File: src/rtl/group_smear_pipe_pkg.sv
// -----------------------------------------------------------------------------
// samDefines: shared definitions for the SAM search-engine mask stages.
//   compare_t : one per-group COMPARE result, bit GT_BIT carries '>'
//   op_e      : mask update operation requested with each start
//   state_e   : group_smear_pipe sequencing states
// -----------------------------------------------------------------------------
package samDefines;

   localparam int CMP_W_DEF   = 3;
   localparam int GT_BIT      = 0;
   localparam int MAX_GPI_DEF = 4;

   typedef logic [CMP_W_DEF-1:0] compare_t;

   typedef enum logic [1:0] {
      OP_NOP   = 2'd0,
      OP_LOAD  = 2'd1,
      OP_OR    = 2'd2,
      OP_CLEAR = 2'd3
   } op_e;

   typedef enum logic [1:0] {
      ST_IDLE   = 2'd0,
      ST_SMEAR  = 2'd1,
      ST_ENCODE = 2'd2,
      ST_DONE   = 2'd3
   } state_e;

endpackage

File: src/rtl/group_smear_pipe_prio_enc.sv
// -----------------------------------------------------------------------------
// grp_prio_enc: lowest-set-bit encoder over a group vector.
//   vec   in  GROUP_CNT  group vector
//   found out 1          vec is non-zero
//   idx   out IDX_W      index of lowest set bit, GROUP_CNT when vec is zero
// Purely combinational; also used by the shift engine.
// -----------------------------------------------------------------------------
module grp_prio_enc
   import samDefines::*;
#(
   parameter int GROUP_CNT = 32,
   parameter int IDX_W     = $clog2(GROUP_CNT + 1)
) (
   input  logic [GROUP_CNT-1:0] vec,
   output logic                 found,
   output logic [IDX_W-1:0]     idx
);

   always_comb begin
      found = |vec;
      idx   = IDX_W'(GROUP_CNT);
      // Scan downward so the lowest set bit is the last one written.
      for (int i = GROUP_CNT - 1; i >= 0; i--) begin
         if (vec[i]) idx = IDX_W'(i);
      end
   end

endmodule

File: src/rtl/group_smear_pipe.sv
// -----------------------------------------------------------------------------
// group_smear_pipe: spreads each item's '>' result from the group holding the
// item's key to every group the item occupies, producing a grpMask that is
// dense from the insertion point onward, plus its lowest set index.
//
// Ports
//   clk, reset      clock, synchronous active-high reset
//   start, ready    request handshake; start is taken only while ready=1
//   op              0=NOP 1=LOAD 2=OR 3=CLEAR
//   gpi             groups per item, legal 1..MAX_GPI
//   overTgt         group g sits over a key
//   grpRslt         (GROUP_CNT+1) packed COMPARE results, top one is a spare
//   stop            group g must never be selected
//   done, ack       result valid until acknowledged
//   err             last request carried an illegal gpi
//   grpMask, found, firstIdx   result; held between requests
//
// state  | meaning
// IDLE   | ready=1, waiting for start
// SMEAR  | build raw mask from captured inputs, apply op
// ENCODE | register found / firstIdx of the new mask
// DONE   | done=1, outputs frozen until ack
// -----------------------------------------------------------------------------
module group_smear_pipe
   import samDefines::*;
#(
   parameter int GROUP_CNT = 32,
   parameter int MAX_GPI   = MAX_GPI_DEF,
   parameter int CMP_W     = CMP_W_DEF,
   parameter int IDX_W     = $clog2(GROUP_CNT + 1)
) (
   input  logic                         clk,
   input  logic                         reset,
   input  logic                         start,
   input  logic [1:0]                   op,
   input  logic [2:0]                   gpi,
   input  logic [GROUP_CNT-1:0]         overTgt,
   input  logic [(GROUP_CNT+1)*CMP_W-1:0] grpRslt,
   input  logic [GROUP_CNT-1:0]         stop,
   output logic                         ready,
   output logic                         done,
   input  logic                         ack,
   output logic                         err,
   output logic [GROUP_CNT-1:0]         grpMask,
   output logic                         found,
   output logic [IDX_W-1:0]             firstIdx
);

   state_e                        state_q, state_d;
   op_e                           op_q, op_d;
   logic [2:0]                    gpi_q, gpi_d;
   logic [GROUP_CNT-1:0]          over_tgt_q, over_tgt_d;
   logic [(GROUP_CNT+1)*CMP_W-1:0] grp_rslt_q, grp_rslt_d;
   logic [GROUP_CNT-1:0]          stop_q, stop_d;
   logic [GROUP_CNT-1:0]          grp_mask_q, grp_mask_d;
   logic                          found_q, found_d;
   logic [IDX_W-1:0]              first_idx_q, first_idx_d;
   logic                          err_q, err_d;
   logic                          done_q, done_d;
   logic                          ready_q, ready_d;

   logic [GROUP_CNT:0]            gt;
   logic [GROUP_CNT:0]            stop_x;
   logic [GROUP_CNT-1:0]          raw;
   logic                          gpi_legal;
   logic                          enc_found;
   logic [IDX_W-1:0]              enc_idx;
   logic                          unused_cmp_bits;

   // Only the gt bit of each COMPARE is consumed; the rest ride along.
   assign unused_cmp_bits = ^grp_rslt_q;

   always_comb begin
      gt = '0;
      for (int g = 0; g <= GROUP_CNT; g++) begin
         gt[g] = grp_rslt_q[g*CMP_W + GT_BIT];
      end
   end

   // The spare top location is always stopped, so an item running off the
   // end of the row never contributes.
   assign stop_x    = {1'b1, stop_q};
   assign gpi_legal = (gpi_q != 3'd0) && (int'(gpi_q) <= MAX_GPI);

   // One constant-division smear per legal gpi, selected by gpi_q; the loop
   // bounds are static so g/v folds to a constant in every unrolled slot.
   always_comb begin
      int k;
      raw = '0;
      k   = 0;
      for (int v = 1; v <= MAX_GPI; v++) begin
         if (int'(gpi_q) == v) begin
            for (int g = 0; g < GROUP_CNT; g++) begin
               k = (g / v) * v + v - 1;
               if (over_tgt_q[g]) begin
                  raw[g] = gt[g] & ~stop_x[g];
               end else if (k <= GROUP_CNT) begin
                  raw[g] = gt[k] & ~stop_x[k];
               end
            end
         end
      end
   end

   grp_prio_enc #(
      .GROUP_CNT (GROUP_CNT),
      .IDX_W     (IDX_W)
   ) u_prio_enc (
      .vec   (grp_mask_q),
      .found (enc_found),
      .idx   (enc_idx)
   );

   always_comb begin
      state_d     = state_q;
      op_d        = op_q;
      gpi_d       = gpi_q;
      over_tgt_d  = over_tgt_q;
      grp_rslt_d  = grp_rslt_q;
      stop_d      = stop_q;
      grp_mask_d  = grp_mask_q;
      found_d     = found_q;
      first_idx_d = first_idx_q;
      err_d       = err_q;
      done_d      = done_q;
      ready_d     = ready_q;

      unique case (state_q)
         ST_IDLE: begin
            if (start && ready_q) begin
               op_d       = op_e'(op);
               gpi_d      = gpi;
               over_tgt_d = overTgt;
               grp_rslt_d = grpRslt;
               stop_d     = stop;
               ready_d    = 1'b0;
               state_d    = ST_SMEAR;
            end
         end
         ST_SMEAR: begin
            if (gpi_legal) begin
               err_d = 1'b0;
               unique case (op_q)
                  OP_LOAD:  grp_mask_d = raw;
                  OP_OR:    grp_mask_d = grp_mask_q | raw;
                  OP_CLEAR: grp_mask_d = '0;
                  OP_NOP:   grp_mask_d = grp_mask_q;
               endcase
            end else begin
               err_d = 1'b1;
            end
            state_d = ST_ENCODE;
         end
         ST_ENCODE: begin
            found_d     = enc_found;
            first_idx_d = enc_idx;
            state_d     = ST_DONE;
         end
         ST_DONE: begin
            // done rises one cycle after entering DONE; ack counts only once
            // the consumer has been able to see it.
            if (done_q && ack) begin
               done_d  = 1'b0;
               ready_d = 1'b1;
               state_d = ST_IDLE;
            end else begin
               done_d = 1'b1;
            end
         end
      endcase
   end

   always_ff @(posedge clk) begin
      if (reset) begin
         state_q     <= ST_IDLE;
         op_q        <= OP_NOP;
         gpi_q       <= '0;
         over_tgt_q  <= '0;
         grp_rslt_q  <= '0;
         stop_q      <= '0;
         grp_mask_q  <= '0;
         found_q     <= 1'b0;
         first_idx_q <= IDX_W'(GROUP_CNT);
         err_q       <= 1'b0;
         done_q      <= 1'b0;
         ready_q     <= 1'b1;
      end else begin
         state_q     <= state_d;
         op_q        <= op_d;
         gpi_q       <= gpi_d;
         over_tgt_q  <= over_tgt_d;
         grp_rslt_q  <= grp_rslt_d;
         stop_q      <= stop_d;
         grp_mask_q  <= grp_mask_d;
         found_q     <= found_d;
         first_idx_q <= first_idx_d;
         err_q       <= err_d;
         done_q      <= done_d;
         ready_q     <= ready_d;
      end
   end

   assign ready    = ready_q;
   assign done     = done_q;
   assign err      = err_q;
   assign grpMask  = grp_mask_q;
   assign found    = found_q;
   assign firstIdx = first_idx_q;

endmodule

File: config.mk
export PLATFORM = sky130hd
export DESIGN_NAME = group_smear_pipe
export DESIGN_NICKNAME = d
export VERILOG_FILES = /design/src/rtl/group_smear_pipe_pkg.sv /design/src/rtl/group_smear_pipe_prio_enc.sv /design/src/rtl/group_smear_pipe.sv
export SDC_FILE = /design/constraint.sdc
export NUM_CORES = 1
export LEC_CHECK = 0
export ABC_AREA = 1
export CAP_MARGIN = 5
export CORE_MARGIN = 2
export CORE_UTILIZATION = 49
export DETAILED_ROUTE_END_ITERATION = 10
export PLACE_DENSITY = 0.82
export SLEW_MARGIN = 10
export SYNTH_ARGS = -nofsm -noshare
export SYNTH_HDL_FRONTEND = slang
export SYNTH_SLANG_ARGS = --single-unit
File: constraint.sdc
create_clock -name clk -period 5.4 [get_ports clk]
set_clock_uncertainty 0.05 [all_clocks]
set_input_delay 1.08 -clock clk [delete_from_list [all_inputs] [get_ports clk]]
set_output_delay 1.08 -clock clk [all_outputs]
set_load 0.02 [all_outputs]
==> results of run 1 <==
metal layers:
| metal | vias to the layer above | track usage, % | share of wire, % |
|---|---|---|---|
| li1 | 3214 | - | - |
| met1 | 2878 | 33.5 | 44 |
| met2 | 233 | 42.1 | 47 |
| met3 | 32 | 5.60 | 6.9 |
| met4 | 0 | 9.64 | 2.3 |
| met5 | - | 0 | 0 |
cell families after synthesis:
logic type / synth area share [%]
buffers and inverters: 13.0
flip-flops: 44.7
AND/OR/NAND/NOR: 13.0
AO/OA/AOI/OAI: 28.2
adder cells (fa/ha/maj): 1.17
metrics by stage:
stage          util (%)  instances  cell area (um^2)  hold slack [ns]
6_report           68.3       1211              8650            0.394
5_1_grt            68.3       1211              8650            0.413
4_1_cts            68.2       1211              8650            0.394
3_5_place_dp       62.6       1179              7930            0.385
3_3_place_gp       62.6       1179              7930            0.380
2_1_floorplan         -        905              6400            0.373
sequential cells by signal, summed over array words and instances, names as in the netlist, 2 cells and up:
name,count
state_q,2
gpi_q,3
firstIdx,6
grp_rslt_q,32
over_tgt_q,30
op_q,2
stop_q,32
grpMask,32
worst paths after layout:
path | endpoint | slack [ns]
worst min-delay path | stop_q[24]$_SDFFE_PP0P_ | 0.39
worst min register to register | stop_q[24]$_SDFFE_PP0P_ | 0.39
worst max-delay path | stop_q[10]$_SDFFE_PP0P_ | 2.44
worst max register to register | grpMask[19]$_SDFFE_PP0P_ | 2.52
power by group:
part	switching, mW	total [mW]	internal [mW]
Clock	0.436	1.42	0.982
Sequential	0.129	1.44	1.31
Combinational	0.722	1.10	0.378
cell usage in the layout (no fill, tap or decap), types with 8 or more instances in the layout:
| cell | instances |
|---|---|
| nor2_1 | 53 |
| o21ai_1 | 12 |
| bufinv_16 | 8 |
| inv_1 | 156 |
| a21oi_1 | 148 |
| nand3_1 | 10 |
| clkbuf_16 | 17 |
| o311ai_1 | 9 |
| clkdlybuf4s50_1 | 144 |
| o21ai_0 | 120 |
| inv_2 | 8 |
| nand2_1 | 144 |
| dfxtp_1 | 143 |
| o22ai_1 | 11 |
area by class of cell:
type	count	area share [%]
inverter	166	7.52
clock inverter	11	2.98
timing repair buffer	147	17.1
clock buffer	21	5.32
sequential	143	33.1
tap	172	2.49
multi-input combinational	551	31.5
cells in the mapped netlist, drive strengths merged (5+ instances only):
cell type and n:
inv 164, o311ai 9, o21ai 132, nand3 11, a21oi 149, dfxtp 143, nor2 54, clkbuf 39
o211ai 5, nand2 144, o22ai 11, ha 6, buf 6
critical path, stage by stage:
cell	delay, ns
clkdlybuf4s50_1	0.39
buf_4	0.26
inv_2	0.77
buf_4	0.39
o21ai_0	0.16
a21oi_1	0.16
==> summary.txt, run 1 <==
Status
  – Status: completed

Layout
  – Storage element area: 2860 um^2
  – Area Growth Syn to Fin: 35.1%
  – # diodes: 0
  – Share of post-route cells with drive strength above 1: 4.43%
  – Fill cell count: 1043
  – Layout net count: 1204
  – Area of the multi-input gates: 2730 um^2

Timing
  – Max Slew Vio Count: 0
  – Setup TNS: 0 ns
  – Final setup violation count: 0
  – Tmin final: 2.96 ns
  – Setup ws final: 2.44 ns
  – Worst Tran Pin Value: 1.02 ns
  – FMAX: 0.338 GHz
  – Period utilization: 54.8%
  – Setup repair after global routing missed its margin: no
  – Fin. Hold Viols: 0
  – Slew HR: 32.0%

Global routing
  – Vias in the first global route: 5878
  – GRT Resource Usage Total: 25.8%
  – Largest net degree at the start of global routing: 142
  – Total grt overflow: 0
  – Initial antenna violation count: 0
  – First-pass GRT wire length: 28.8 mm

Floorplanning
  – Initial Util: 50.5%
  – Die H: 118 um
  – Die area: 14000 um^2
  – Total core area: 12700 um^2
  – # IOs: 214
  – Die X: 118 um
  – # rows: 41

Route
  – First-pass detailed-route iteration total: 5
  – Drt via density: 5.25
  – Final ANT Viol Nets: 0
  – Via count: 6357
  – Avg WL per Cell: 14.5 um
  – Drt drc: 0
  – Total Wirelength: 17.5 mm
  – Initial DRC Count: 406

Critical path
  – Critical Path AT: 3.26 ns
  – Startpoint types: input pin
  – Worst Reg-to-Reg Cells: 7
  – Crit path capture type: register
  – Worst Path Max Fanout: 75
  – Setup Crit Path Kind: input pin to register
  – Critical Path RT: 5.70 ns
  – CP Launch Point: reset
  – RR Startpoint: gpi_q[2]$_SDFFE_PP0P_

Yosys
  – Synth Flop Type: dfxtp_1
  – FF+latch count, synth: 143
  – Mapped Cells: 905
  – Syn Nets: 1083
  – Synth cell types: 35
  – Top cell type by total area after synthesis: dfxtp_1
  – Mean cell area of the mapped netlist: 7.08 um^2
  – Syn. warnings: 0
  – Area contributors post-synth: dfxtp_1, a21oi_1, o21ai_0, inv_1, nand2_1
  – Synthesized area: 6400 um^2
  – Seq/Total Area, Yosys: 44.7%
  – Asr flop ratio synth: 0%
  – Share of the synthesized area in the top cell type: 44.7%
  – EDFF count, synth: 0

Flow run
  – Max Cap Viol: 0

Min path
  – Hold depth: 2
  – HP Start: stop_q[24]$_SDFFE_PP0P_
  – Min-delay worst type: register to register

Place
  – Place WS: 2.02 ns
  – Input/output buffers: 144
  – Final HPWL DP: 12.4 mm
  – GPL Wtd Cong: 0.894

Clock tree
  – Clock sink count: 143
  – CTS root buffer: clkbuf_16
  – CTS tree: built
  – H-tree Lvls: 4
  – Cts hold-fix bufs: 0
  – Worst-path clk slew: 0.05 ns
  – Post-CTS Setup Inserts: 0
  – Total CTS buffers: 17
  – Worst-Skew Late Latency: 0.43 ns
  – # resized after CTS: 0
  – Clock Path Buffers: 2

Power
  – P per Cell Area: 457 nW/um^2
  – Peak VDD IR: 273 uV
  – Overall Power: 3.96 mW
  – Static Leakage: 3.36 nW
No activity file was read; power rests on OpenSTA's default activity.
==> run 2: changes to the inputs <==
- CORE_UTILIZATION: 49 -> 42
- PLACE_DENSITY: 0.82 -> 0.74
- clock period: 5.4 -> 2.5 ns (I/O delays scaled with it)
==> run 2 against run 1 <==
Against the previous run:
- register-to-register slack lost 2.2 ns
- clock power grew 89%
- setup slack lost 2.2 ns
- hold slack gained 0.00061 ns
- wire length shrank 1.4%
- largest power group unchanged
==> summary.txt, run 2 (synthesis gave the netlist of run 1 again) <==
Clock tree
  – Cts hold-fix bufs: 0 (unchanged)
  – Post-CTS Setup Inserts: 0 (unchanged)
  – Worst-Skew Late Latency: 0.42 ns (about the same)
  – # resized after CTS: 0 (unchanged)
  – CTS tree: built
  – Clock sink count: 143 (unchanged)
  – Worst-path clk slew: 0.06 ns (about the same)
  – H-tree Lvls: 4 (unchanged)
  – Total CTS buffers: 17 (unchanged)
  – Clock Path Buffers: 2 (unchanged)
  – CTS root buffer: clkbuf_16

Power
  – P_sw: 2.78 mW (+120%)
  – Peak VDD IR: 486 uV (+78%)
  – Comb pwr share: 30.1% (+2.3 points)
  – Static Leakage: 3.39 nW (+1.0%)
  – Net Sw Frac: 33.6% (+1.1 points)
  – Internal power: 5.50 mW (+110%)
  – Clock power frac: 32.5% (-3.4 points)
  – Sequential fraction of design power: 37.4% (+1.1 points)
  – P per Cell Area: 950 nW/um^2 (+110%)

Place
  – GPL Wtd Cong: 0.899 (+0.53%)
  – Place WS: 0.381 ns (-1.64 ns)
  – Final HPWL DP: 12.8 mm (+3.4%)
  – Input/output buffers: 144 (unchanged)
  – Post-place instance area: 8090 um^2 (+2.1%)
  – Dpl cells: 1209 (+2.5%)

Layout
  – Area Growth Syn to Fin: 36.2%
  – Most frequent cells in the layout: inv_1, a21oi_1, nand2_1, clkdlybuf4s50_1, dfxtp_1
  – Cell area after layout: 8720 um^2 (+0.84%)
  – Final non-filler cell total: 1240 (+2.4%)
  – # diodes: 0 (unchanged)
  – Fill cell count: 1344 (+29%)
  – Share of post-route cells with drive strength above 1: 5.61% (+1.2 points)
  – Layout net count: 1218 (+1.2%)
  – Fin util: 58.0% (-10 points)
  – Most common cell after layout, fill and taps aside: inv_1

Floorplanning
  – Die X: 127 um (+7.7%)
  – # rows: 45 (+9.8%)
  – Die area: 16200 um^2 (+16%)
  – Initial Util: 42.6% (-7.9 points)
  – Die H: 127 um (+7.7%)
  – # IOs: 214 (unchanged)
  – Total core area: 15000 um^2 (+19%)

Route
  – Avg WL per Cell: 13.9 um (-3.7%)
  – Drt via density: 5.02 (-4.4%)
  – Drt drc: 0 (unchanged)
  – First-pass detailed-route iteration total: 7 (+2)
  – Total Wirelength: 17.3 mm (-1.4%)
  – Initial DRC Count: 504 (+24%)
  – Via count: 6225 (-2.1%)
  – Final ANT Viol Nets: 0 (unchanged)

Min path
  – HP Start: stop_q[3]$_SDFFE_PP0P_
  – Hold depth: 2 (unchanged)
  – Min-delay worst type: register to register
  – WHS Endpoint: stop_q[3]$_SDFFE_PP0P_

Timing
  – Worst Tran Pin Value: 0.479 ns (-0.541 ns)
  – Setup TNS: 0 ns (unchanged)
  – Setup repair after global routing missed its margin: no
  – Tmin final: 2.22 ns
  – FMAX: 0.451 GHz
  – Period utilization: 88.7%
  – Slew HR: 67.5% (+36 points)
  – Max Slew Vio Count: 0 (unchanged)
  – Setup ws final: 0.283 ns (-2.16 ns)
  – Fin. Hold Viols: 0 (unchanged)
  – Final setup violation count: 0 (unchanged)

Global routing
  – Initial antenna violation count: 0 (unchanged)
  – Total grt overflow: 0 (unchanged)
  – Vias in the first global route: 5476 (-6.8%)
  – GRT Resource Usage Total: 21.2% (-4.6 points)
  – Largest net degree at the start of global routing: 76 (-46%)
  – First-pass GRT wire length: 27.1 mm (-6.1%)

Status
  – Status: completed

Critical path
  – Worst reg2reg endpoint: grpMask[19]$_SDFFE_PP0P_
  – Crit path capture type: register
  – Critical Path AT: 2.46 ns (-0.80 ns)
  – Startpoint types: register
  – Setup Crit Path Kind: register to register
  – Worst Reg-to-Reg Cells: 9 (+2)
  – Critical Path RT: 2.74 ns (-2.96 ns)
  – Flop2flop setup slack: 0.28 ns (-2.24 ns)
  – RR Startpoint: gpi_q[0]$_SDFFE_PP0P_
  – Worst Path Max Fanout: 14 (-81%)

Flow run
  – Max Cap Viol: 0 (unchanged)
## run 2: power by group through the flow
stage	Sequential [mW]	Combinational (mW)	Clock (mW)
3_5_place_dp	3.14	2.46	0
6_report	3.10	2.49	2.69
2_1_floorplan	3.11	1.60	0
3_3_place_gp	3.12	2.42	0
4_1_cts	3.10	2.49	2.71
5_1_grt	3.15	2.79	2.82
## run 2: how the worst max path moves through the flow
stage          cells after the start                      from  slack (ns)                       end
2_1_floorplan                     33  grpMask[30]$_SDFFE_PP0P_        0.46  firstIdx[0]$_SDFFE_PP0P_
3_3_place_gp                      33  grpMask[30]$_SDFFE_PP0P_        0.38  firstIdx[0]$_SDFFE_PP0P_
3_5_place_dp                       8     gpi_q[2]$_SDFFE_PP0P_        0.38  grpMask[19]$_SDFFE_PP0P_
4_1_cts                           10     gpi_q[1]$_SDFFE_PP0P_        0.29  grpMask[19]$_SDFFE_PP0P_
5_1_grt                           33  grpMask[30]$_SDFFE_PP0P_        0.02  firstIdx[0]$_SDFFE_PP0P_
6_report                           9     gpi_q[0]$_SDFFE_PP0P_        0.28  grpMask[19]$_SDFFE_PP0P_
## run 2: layer usage
layer	GRT usage [%]	up-vias	part of all wire [%]	wire (um)
met5	0	-	0	0
met4	6.66	0	1.4	250
met3	5.36	25	6.5	1120
met2	32.7	203	44	7630
met1	29.3	2752	48	8290
li1	-	3245	-	-
## run 2: area by class of cell
type | count | area [um^2] | area share, %
multi-input cells | 551 | 2720 | 31.2
inverters | 166 | 651 | 7.46
well taps | 188 | 235 | 2.70
clock inverters | 10 | 160 | 1.84
flip-flops and latches | 143 | 2860 | 32.8
repair buffers | 161 | 1620 | 18.6
clock buffers | 21 | 470 | 5.39
## run 2: critical path: stages (launching register included)
cell      delay, ns
dfxtp_1        0.36
inv_2          0.06
nor2_1         0.21
inv_2          0.07
nor2_1         0.26
inv_2          0.14
nor2_1         0.11
inv_1          0.23
o311ai_1       0.48
a21oi_1        0.11
## run 2: through the flow
stage | hold slack [ns] | power (mW)
after floorplan | 0.373 | 4.71
final | 0.394 | 8.28
after detailed placement | 0.385 | 5.60
after CTS | 0.394 | 8.30
after global placement | 0.382 | 5.54
after global routing | 0.405 | 8.76
==> run 3: changes to the inputs <==
- CAP_MARGIN: 5 -> default
- clock period: 2.5 -> 2 ns (I/O delays scaled with it)
==> run 3 against run 2 <==
Against the previous run:
- the run now ends with negative setup slack left
- first-iteration DRC count is 12% lower
- cell count is 2.1% higher
- highest routed layer unchanged
- fmax is 11% higher
- sequential cell count stayed put
- combinational power is 32% higher
- design area is 2.6% higher
- hold slack better by 0.00081 ns
==> summary.txt, run 3 (synthesis gave the netlist of run 1 again) <==
Status
  – Status: complete, but fails checks
  – Violated checks: negative setup slack

Place
  – GPL Wtd Cong: 0.924 (+2.8%)
  – Dpl cells: 1235 (+2.2%)
  – Place WS: -0.00485 ns (-0.386 ns)
  – Input/output buffers: 144 (unchanged)
  – Post-place instance area: 8300 um^2 (+2.6%)
  – Final HPWL DP: 13.2 mm (+3.5%)

Power
  – Sequential fraction of design power: 37.4% (about the same)
  – Internal power: 6.85 mW (+25%)
  – Comb pwr share: 31.6% (+1.5 points)
  – Clock power frac: 31.0% (-1.5 points)
  – Overall Power: 10.4 mW (+25%)
  – Static Leakage: 3.52 nW (+3.8%)
  – Net Sw Frac: 34.0% (+0.43 points)
  – P_sw: 3.54 mW (+27%)
  – P per Cell Area: 1160 nW/um^2 (+22%)
  – Peak VDD IR: 644 uV (+33%)

Timing
  – Max Slew Vio Count: 0 (unchanged)
  – Setup repair after global routing missed its margin: yes
  – Fin Hold WS: 0.395 ns (+0.000810 ns)
  – Final setup violation count: 1 (+1)
  – Slew HR: 65.5% (-2.1 points)
  – Worst Tran Pin Value: 0.514 ns (+0.0345 ns)
  – Fin. Hold Viols: 0 (unchanged)
  – Setup TNS: -0.00294 ns (-0.00294 ns)
  – Period utilization: 100% (+11 points)
  – Tmin final: 2.00 ns (-0.214 ns)
  – FMAX: 0.499 GHz (+11%)
  – Setup ws final: -0.00294 ns (-0.286 ns)

Layout
  – # diodes: 0 (unchanged)
  – Fin util: 59.5% (+1.5 points)
  – Most common cell after layout, fill and taps aside: inv_1
  – Most frequent cells in the layout: inv_1, a21oi_1, clkdlybuf4s50_1, nand2_1, dfxtp_1
  – Share of post-route cells with drive strength above 1: 9.18% (+3.6 points)
  – Final non-filler cell total: 1266 (+2.1%)
  – Area Growth Syn to Fin: 39.7%
  – Layout net count: 1244 (+2.1%)
  – Cell area after layout: 8940 um^2 (+2.6%)

Critical path
  – Startpoint types: register
  – Setup Crit Path Kind: register to register
  – Max incr delay on CP: 0.32 ns (-0.16 ns)
  – Critical Path AT: 2.31 ns (-0.15 ns)
  – Most frequent CP cell: nand2_1
  – Worst path slowest cell: dfxtp_2
  – Crit path capture type: register
  – Critical Path RT: 2.30 ns (-0.44 ns)
  – Worst Path Max Fanout: 2 (-12)

Global routing
  – GRT Resource Usage Total: 22.1% (+0.93 points)
  – Busiest layer in global routing: met2
  – First-pass GRT wire length: 28.4 mm (+4.6%)
  – Initial antenna violation count: 0 (unchanged)
  – Vias in the first global route: 5847 (+6.8%)
  – Total grt overflow: 0 (unchanged)
  – Global routing usage on met3: 5.23% (-0.13 points)
  – Routing usage on met1: 29.6% (+0.34 points)
  – Met2 capacity usage during global routing: 34.6% (+2.0 points)
  – Largest net degree at the start of global routing: 95 (+25%)

Floorplanning
  – Total core area: 15000 um^2 (unchanged)
  – # rows: 45 (unchanged)
  – # IOs: 214 (unchanged)
  – Die H: 127 um (unchanged)
  – Die area: 16200 um^2 (unchanged)
  – Die X: 127 um (unchanged)
  – Initial Util: 42.6% (unchanged)

Route
  – Initial DRC Count: 443 (-12%)
  – Total Wirelength: 17.9 mm (+3.4%)
  – Via count: 6359 (+2.2%)
  – Final ANT Viol Nets: 0 (unchanged)
  – Drt via density: 5.02 (about the same)
  – Avg WL per Cell: 14.1 um (+1.3%)
  – First-pass detailed-route iteration total: 6 (-1)
  – Drt drc: 0 (unchanged)

Clock tree
  – Worst-path clk slew: 0.05 ns (about the same)
  – Total CTS buffers: 17 (unchanged)
  – H-tree Lvls: 4 (unchanged)
  – Clock Path Buffers: 2 (unchanged)
  – Cts hold-fix bufs: 0 (unchanged)
  – CTS root buffer: clkbuf_16
  – Clock sink count: 143 (unchanged)
  – Worst-Skew Late Latency: 0.42 ns (about the same)
  – Post-CTS Setup Inserts: 0 (unchanged)
  – CTS tree: built

Flow run
  – Max Cap Viol: 0 (unchanged)

Min path
  – Min-delay worst type: register to register
==> run 3: changes by cell type in the layout (fill, tap and decap cells not counted), moves of 3 or more <==
| cell | delta |
|---|---|
| buf_4 | +24 |
| inv_2 | +3 |
| nor2_2 | +4 |
| dfxtp_2 | +5 |
| nor2_1 | -4 |
| dfxtp_1 | -5 |
| inv_1 | -3 |
==> run 3: worst paths after layout <==
| kind | from | to | depth (start not counted) | slack (ns) |
|---|---|---|---|---|
| hold / removal | stop_q[3]$_SDFFE_PP0P_ | stop_q[3]$_SDFFE_PP0P_ | 2 | 0.40 |
| setup reg to reg | grpMask[30]$_SDFFE_PP0P_ | firstIdx[0]$_SDFFE_PP0P_ | 33 | -0.003 |
| hold reg to reg | stop_q[3]$_SDFFE_PP0P_ | stop_q[3]$_SDFFE_PP0P_ | 2 | 0.40 |
| setup / recovery | grpMask[30]$_SDFFE_PP0P_ | firstIdx[0]$_SDFFE_PP0P_ | 33 | -0.003 |
==> run 3: what timing repair did <==
action,4_1_cts,5_1_grt
cloned,0,0
gates resized for setup,0,15
pin swaps,0,3
endpoints found under the setup margin,1,12
==> run 3: power groups by stage <==
stage | sequential (mW) | clock [mW] | combinational (mW)
2_1_floorplan | 3.89 | 0 | 2.00
3_3_place_gp | 3.90 | 0 | 3.14
3_5_place_dp | 3.92 | 0 | 3.20
4_1_cts | 3.87 | 3.27 | 3.23
5_1_grt | 3.95 | 3.40 | 3.67
6_report | 3.89 | 3.22 | 3.28
==> run 3: cell type report <==
cell class / count / area, um^2
Fill cell: 1355 / 6090
Sequential cell: 143 / 2870
Multi-Input combinational cell: 551 / 2750
Timing Repair Buffer: 187 / 1830
Inverter: 166 / 651
Clock buffer: 22 / 474
Tap cell: 188 / 235
Clock inverter: 9 / 134
==> run 3: worst max-delay path, delay by kind of cell (launching register included) <==
family	cells	cell delay, ns
AND/OR/NAND/NOR	31	1.41
AO/OA/AOI/OAI	1	0.10
buffers and inverters	1	0.04
flip-flops	1	0.32
==> run 3: layer usage <==
layer / up-vias / wire [um]
met3: 37 / 1220
met5: - / 0
li1: 3291 / -
met2: 212 / 7970
met1: 2819 / 8230
met4: 0 / 463
